$ cat config.mk
export PLATFORM = sky130hd
export DESIGN_NAME = performance_event_counters
export DESIGN_NICKNAME = d
export VERILOG_FILES = /design/src/rtl/performance_event_counters.sv
export SDC_FILE = /design/constraint.sdc
export NUM_CORES = 1
export LEC_CHECK = 0
export CORE_AREA = 2 2 357 359
export DETAILED_ROUTE_END_ITERATION = 6
export DIE_AREA = 0 0 359 361
export GPL_ROUTABILITY_DRIVEN = 0
export PLACE_DENSITY = 0.47
export REMOVE_ABC_BUFFERS = 1
export SLEW_MARGIN = 30
export SYNTH_ARGS = -nofsm -noshare
export SYNTH_HDL_FRONTEND = slang
export SYNTH_SLANG_ARGS = --single-unit
$ cat constraint.sdc
create_clock -name clk -period 1.6 [get_ports clk]
set_input_delay 0.16 -clock clk [delete_from_list [all_inputs] [get_ports clk]]
set_output_delay 0.16 -clock clk [all_outputs]
set_load 0.1 [all_outputs]
$ cat src/rtl/performance_event_counters.sv
// Bank of independent per-event counters: counter k advances by one on every cycle its event bit is high.
// Optional build macro PERFORMANCE_EVENT_COUNTERS_SATURATE_EN: counters saturate at all-ones instead of wrapping.
module performance_event_counters #(
    parameter int INPUT_EVENT_BITMAP_WIDTH = 115,
    parameter int COUNTER_WIDTH            = 7
) (
    input  logic                                              clk,
    input  logic                                              rst_n,
    input  logic [INPUT_EVENT_BITMAP_WIDTH-1:0]               performance_events,
    output logic [INPUT_EVENT_BITMAP_WIDTH*COUNTER_WIDTH-1:0] counters
);

    localparam int TOTAL_W = INPUT_EVENT_BITMAP_WIDTH * COUNTER_WIDTH;
    localparam logic [COUNTER_WIDTH-1:0] CNT_ONE = COUNTER_WIDTH'(1);

    logic [TOTAL_W-1:0] r_counters;
    logic [TOTAL_W-1:0] w_next_counters;

    // Next value of a single counter; only the overflow rule differs between builds.
    function automatic logic [COUNTER_WIDTH-1:0] f_next_count(
        input logic [COUNTER_WIDTH-1:0] cur,
        input logic                     event_hit
    );
        if (!event_hit) begin
            f_next_count = cur;
`ifdef PERFORMANCE_EVENT_COUNTERS_SATURATE_EN
        end else if (&cur) begin
            f_next_count = cur;
`endif
        end else begin
            f_next_count = cur + CNT_ONE;
        end
    endfunction

    // Compute the next value of every counter in parallel.
    always_comb begin
        w_next_counters = r_counters;
        for (int k = 0; k < INPUT_EVENT_BITMAP_WIDTH; k++) begin
            w_next_counters[k*COUNTER_WIDTH +: COUNTER_WIDTH] =
                f_next_count(r_counters[k*COUNTER_WIDTH +: COUNTER_WIDTH], performance_events[k]);
        end
    end

    // Counter state register; reset clears all counters immediately.
    always_ff @(posedge clk or negedge rst_n) begin
        if (!rst_n) begin
            r_counters <= '0;
        end else begin
            r_counters <= w_next_counters;
        end
    end

    assign counters = r_counters;

endmodule

Yosys cells after proc, flatten, opt, wreduce, memory -nomap -nowiden
Index checks and enable logic that the tools add are counted.

storage, ports and cells
  flip-flop bits (word level) = 805
  latch bits = 0
  bits in writable memories = 0
  bits in read-only memories = 0
  input bits = 117
  output and inout port bits = 805
  word-level logic and storage cells = 230
  memories = 0

cells by class
  add/sub/neg operators = 115
  multipliers = 0
  divide/modulo/power cells = 0
  magnitude comparators = 0
  equal/unequal tests = 0
  shift-type cells = 0
  mux-type cells = 0
  bitwise logic cells = 0
  reduce and logical (&&, ||, !) cells = 0

operator list
  cell                                         count
  adder 7 x 1 -> 7 bit, second input constant  115

Depth between registers and ports, before layout
Gate-level depths: netlist (run 1).

  depth in word-level cells = 1
  depth in mapped cells = 4

Worst setup path after synthesis (run 1)
Ideal clock, no wire load.

  path type = reg2reg
  start point = reg r_counters[399] (netlist: counters[399])
  end point = reg r_counters[405] (netlist: counters[405])
  library setup time = 0.161 ns
  arrival time = 1.620 ns
  data required time = 1.439 ns
  setup slack = -0.182 ns
  cell stages (with the launch flop) = 5
  buffers on the path = 0
  clock period less this slack = 1.782 ns
  cell sequence = dfrtp_1 -> ha_1 -> nand4_1 -> nor2_1 -> xor2_1

on the way
  cells in the longest elaborated chain, start to end = 1

RTL lines
  item                    RTL line  source
  start, declared         16        logic [TOTAL_W-1:0] r_counters;
  start signal, assigned  49        r_counters <= w_next_counters;
  adder 7 x 1 -> 7 bit    31        f_next_count = cur + CNT_ONE;

Every way passes these cells.
A chain may end at the register's enable or synchronous reset.

Worst setup path in the final report (run 1)
  start point = reg r_counters[563] (netlist: counters[563])
  end point = out counters[563]

RTL lines
  item           RTL line  source
  end, declared  10        output logic [INPUT_EVENT_BITMAP_WIDTH*COUNTER_WIDTH-1:0] counters

No word-level cell between the ends.

==> results of run 1 <==
## per-layer routing
metal / wire [um] / up-vias / global-route usage [%]
met5: 36 / - / 0
met4: 3520 / 6 / 5.85
met3: 10900 / 148 / 7.61
met2: 52200 / 641 / 27.5
met1: 36300 / 11000 / 16.6
li1: - / 10600 / -
## kinds of logic after synthesis
| family | share of synthesized area, % |
|---|---|
| xor gates and xnor gates | 18.6 |
| muxes | 3.98 |
| DFF | 61.9 |
| adders and majority gates | 4.42 |
| and+or+nand+nor | 11.1 |
## per-stage QoR
stage	area, sq um	utilization [%]	TNS [ps]	setup WS, ps	instances
after floorplan	32500	-	-41510	-182	2530
after global placement	52400	41.8	0	112	5142
after CTS	55600	44.3	-1.64	-1.64	5311
final	55600	44.3	0	80.8	5312
after detailed placement	52400	41.8	0	130	5142
after global routing	55600	44.3	0	0.849	5312
## worst max path at each step
stage / from / endpoint / slack (ps) / cells past startpoint
after floorplan: counters[399] / counters[405] / -180 / 4
after global placement: performance_events[67] / counters[474] / 110 / 4
after detailed placement: performance_events[67] / counters[475] / 130 / 4
after CTS: counters[58] / counters[58] / -2 / 1
after global routing: counters[598] / counters[598] / 0.8 / 1
final: counters[563] / counters[563] / 80 / 1
## cell type report
class / instances / area [sq um] / area share, %
flip-flops and latches: 805 / 20200 / 36.3
well taps: 1650 / 2060 / 3.71
multi-input cells: 1725 / 12400 / 22.3
clock buffers: 143 / 2820 / 5.07
repair buffers: 965 / 17800 / 32.1
diodes: 1 / 2.50 / 0.00450
clock inverters: 23 / 303 / 0.545
## placed cells by master (no fill, tap or decap)
cell type / n
buf_4: 23
nor2_1: 230
ha_1: 115
buf_12: 822
nand2_1: 345
xnor2_1: 345
buf_8: 1
clkbuf_8: 22
bufinv_16: 5
inv_16: 4
mux2_2: 115
dlygate4sd3_1: 2
diode_2: 1
clkbuf_16: 97
dfrtp_1: 780
dfrtp_2: 25
clkinvlp_4: 1
buf_6: 2
xor2_1: 345
nand4_1: 230
clkdlybuf4s50_1: 115
clkinv_2: 13
clkbuf_1: 24
## timing repair
| action | CTS | global route |
|---|---|---|
| setup buffers | 1 | 0 |
| pin swaps | 0 | 0 |
| hold buffers | 2 | 0 |
| hold endpoints to repair | 805 | 0 |
| setup endpoints to repair | 25 | 2 |
| gates resized for setup | 25 | 2 |
==> results.tsv, run 1 <==
metric	value	unit
status	finished, final reports clean	
Tmin final	1520	ps
WHS	189	ps
Worst EP arrival	1360	ps
top post-synthesis cells by area	dfrtp_1 62%, xnor2_1 9.3%, xor2_1 9.3%	
Period Utilization, post-route	94.9	%
post-synth top area share	61.9	%
HPWL Detailed	82.6	mm
Worst setup EP type	output pin	
clk sinks	805	
Clock Root Buffer	clkbuf_16	
chip width	359	um
r2r worst-path depth	4	
initial antenna violation count	5	
max reg flops	805	
Post-synth EDFFs	0	
I/O pins	922	
Layout area overhead	70.9	%
Fill cells	11300	
WP buf/inv	1	
maxcap violations	0	
global-route wire length before repair	155	mm
Least-Margin Pin Slew	607	ps
worst-case clock buffer depth	3	
CP Launch Type	register	
share of layout cells above drive strength 1	30.9	%
min-delay src	performance_events[8]	
Setup-failing EPs final	0	
reg2reg setup slack	340	ps
DRT antenna net count	0	
Yosys Warn Count	0	
Seq cells post-synth	805	
CP cell instances	buf_12	
count leader, synth	dfrtp_1	
Synth Flop Type	dfrtp_1	
Post-synth ARST share	100	%
number of port buffers	921	
H-tree levels	3	
per-cell routed wire length	19.4	um
total wire length	103	mm
Yosys cell types	8	
DIE AREA	130000	sq um
final hold violation count	0	
iteration-0 DRC count of the detailed router	1016	
pin count of the biggest net entering global routing	85	
Congestion Overflow GR	0	
Synth Area per Inst	12.9	sq um
CP delay by family, top	flip-flops	
Mapped Area	32500	sq um
Reg clk slew, reported paths	60	ps
Syn Inst Count	2530	
max-slew violations	0	
initial core utilization	25.9	%
DR pass1 iterations	4	
core region area	125000	sq um
RSZ-0062 raised after global routing	false	
Seq/Total Area, Yosys	61.9	%
Hold Path End	counters[56]	
reg-to-reg critical path startpoint	counters[602]	
largest stage delay on the critical path	480	ps
Final nets	3826	
Critical-path top delay cell	dfrtp_1	
FP Rows	130	
vias in the first global route	23000	
CTS buffer count	97	
DRC Markers	0	
Crit path required time	1440	ps
via count	22400	
fmax	658	MHz
Clock Skews	20.3	ps
Clock Latency Late Sink	660	ps
CTS tree	yes	
crit-path max FO	4	
RR Endpoint	counters[608]	
hold path depth	2	
all-layer global routing usage	15.8	%
Max transition margin	59.4	%
WS Path Type	register to output pin	
height of the die	361	um
HP Class	input pin to register	
most frequent cells after synthesis	805 x dfrtp_1, 345 x nand2_1, 345 x xnor2_1, 345 x xor2_1	
Avg Vias per Cell	4.21	
area leader, netlist	dfrtp_1	
Power of run 1 is left out: the tool's default activity adds up to more than one toggle a clock period on the data nets, which glitch-free logic cannot reach.
==> inputs of run 2 (changes only) <==
--- a/config.mk
+++ b/config.mk
@@ -5,9 +5,9 @@
 export SDC_FILE = /design/constraint.sdc
 export NUM_CORES = 1
 export LEC_CHECK = 0
-export CORE_AREA = 2 2 357 359
+export CORE_AREA = 2 2 354 356
 export DETAILED_ROUTE_END_ITERATION = 6
-export DIE_AREA = 0 0 359 361
+export DIE_AREA = 0 0 356 358
 export GPL_ROUTABILITY_DRIVEN = 0
 export PLACE_DENSITY = 0.47
 export REMOVE_ABC_BUFFERS = 1
==> run 2 against run 1 <==
Count of clock-buffer cells in the layout grew 10. Non-clock buffer count down 11. Register-to-register slack about the same. Critical endpoint is now counters[114]. Sequential share of layout area up 0.054 points. Flip-flop and latch count stayed put. Global-route usage is 0.19 points higher. Worst setup slack lost 3.0 ps. Worst hold slack lost 2.6 ps. Cell area shrank 0.17%.
==> results.tsv, run 2 (synthesis gave the netlist of run 1 again) <==
metric	value	unit
status	finished, final reports clean	
Reg clk slew, reported paths	50	ps
vias in the first global route	23300	
Critical-path top delay cell	dfrtp_1	
WS Path Type	register to output pin	
number of port buffers	921	
via count	22300	
Worst setup EP type	output pin	
HP Class	input pin to async pin	
Max transition margin	64.8	%
height of the die	358	um
max-slew violations	0	
CP Launch Type	register	
Clock Latency Late Sink	660	ps
global-route wire length before repair	154	mm
FP Rows	129	
Tmin final	1520	ps
Worst EP arrival	1360	ps
most frequent cells in the layout	820 x buf_12, 783 x dfrtp_1, 345 x xnor2_1, 345 x nand2_1, 345 x xor2_1	
Least-Margin Pin Slew	528	ps
Congestion Overflow GR	0	
HPWL Detailed	82.0	mm
post-route design area	55500	sq um
Setup-failing EPs final	0	
Crit path required time	1440	ps
DRT antenna net count	0	
initial core utilization	26.4	%
commonest non-fill, non-tap cell in the layout	buf_12	
Clock Root Buffer	clkbuf_16	
worst-case clock buffer depth	3	
total wire length	103	mm
Worst Setup SP	counters[114]	
clk sinks	805	
Final nets	3815	
RSZ-0062 raised after global routing	false	
Clock Skews	12.1	ps
final hold violation count	0	
I/O pins	922	
max reg flops	805	
H-tree levels	3	
Avg Vias per Cell	4.22	
Period Utilization, post-route	95.1	%
iteration-0 DRC count of the detailed router	1099	
core region area	123000	sq um
WP buf/inv	1	
pin count of the biggest net entering global routing	93	
CP cell instances	buf_12	
CTS buffer count	97	
placed cell area	52300	sq um
DR pass1 iterations	5	
share of layout cells above drive strength 1	30.5	%
largest stage delay on the critical path	480	ps
CTS tree	yes	
Layout area overhead	70.6	%
DRC Markers	0	
per-cell routed wire length	19.4	um
CP delay by family, top	flip-flops	
fmax	657	MHz
crit-path max FO	4	
reg-to-reg critical path startpoint	counters[343]	
chip width	356	um
maxcap violations	0	
initial antenna violation count	5	
all-layer global routing usage	16.0	%
DIE AREA	127000	sq um
[run 2: through the flow]
| step | setup WS, ps | hold slack, ps | std cells | TNS [ps] | util (%) |
|---|---|---|---|---|---|
| 2_1_floorplan | -182 | -136 | 2530 | -41510 | - |
| 3_3_place_gp | 185 | 29.9 | 5120 | 0 | 42.4 |
| 3_5_place_dp | 190 | 32.6 | 5120 | 0 | 42.4 |
| 4_1_cts | 1.50 | 110 | 5292 | 0 | 45.0 |
| 5_1_grt | 2.29 | 148 | 5293 | 0 | 45.0 |
| 6_report | 77.8 | 186 | 5295 | 0 | 45.0 |
[run 2: worst paths after layout]
kind                            endpoint  slack, ps  cells past startpoint
setup / recovery           counters[114]         80                      1
hold / removal             counters[290]        190                      3
setup reg to reg           counters[349]        350                      4
hold reg to reg            counters[195]        520                      1
max in group asynchronous   counters[33]        830                      3
min in group clk           counters[399]        190                      2
[run 2: worst min-delay path, stage by stage]
cell,delay [ps]
dlygate4sd3_1,560
buf_8,240
buf_12,250
[run 2: final cells by class]
| type | count | area [sq um] |
|---|---|---|
| Fill cell | 11000 | 67800 |
| Antenna cell | 3 | 7.51 |
| Timing Repair Buffer | 954 | 17700 |
| Tap cell | 1637 | 2050 |
| Clock buffer | 153 | 2920 |
| Sequential cell | 805 | 20200 |
| Multi-Input combinational cell | 1725 | 12400 |
| Clock inverter | 18 | 241 |
[run 2: routing by layer]
layer	wire length (um)	GRT usage, %
met1	35200	16.6
met2	51700	27.3
met3	12400	8.61
met4	3500	6.04
met5	37	0
[run 2: what timing repair did]
action	4_1_cts	5_1_grt
endpoints found under the hold margin	805	0
buffers inserted	0	0
endpoints found under the setup margin	14	8
hold buffers	2	0
gates cloned	0	0
resized for setup	14	8
Power of run 2 is left out for the same reason.
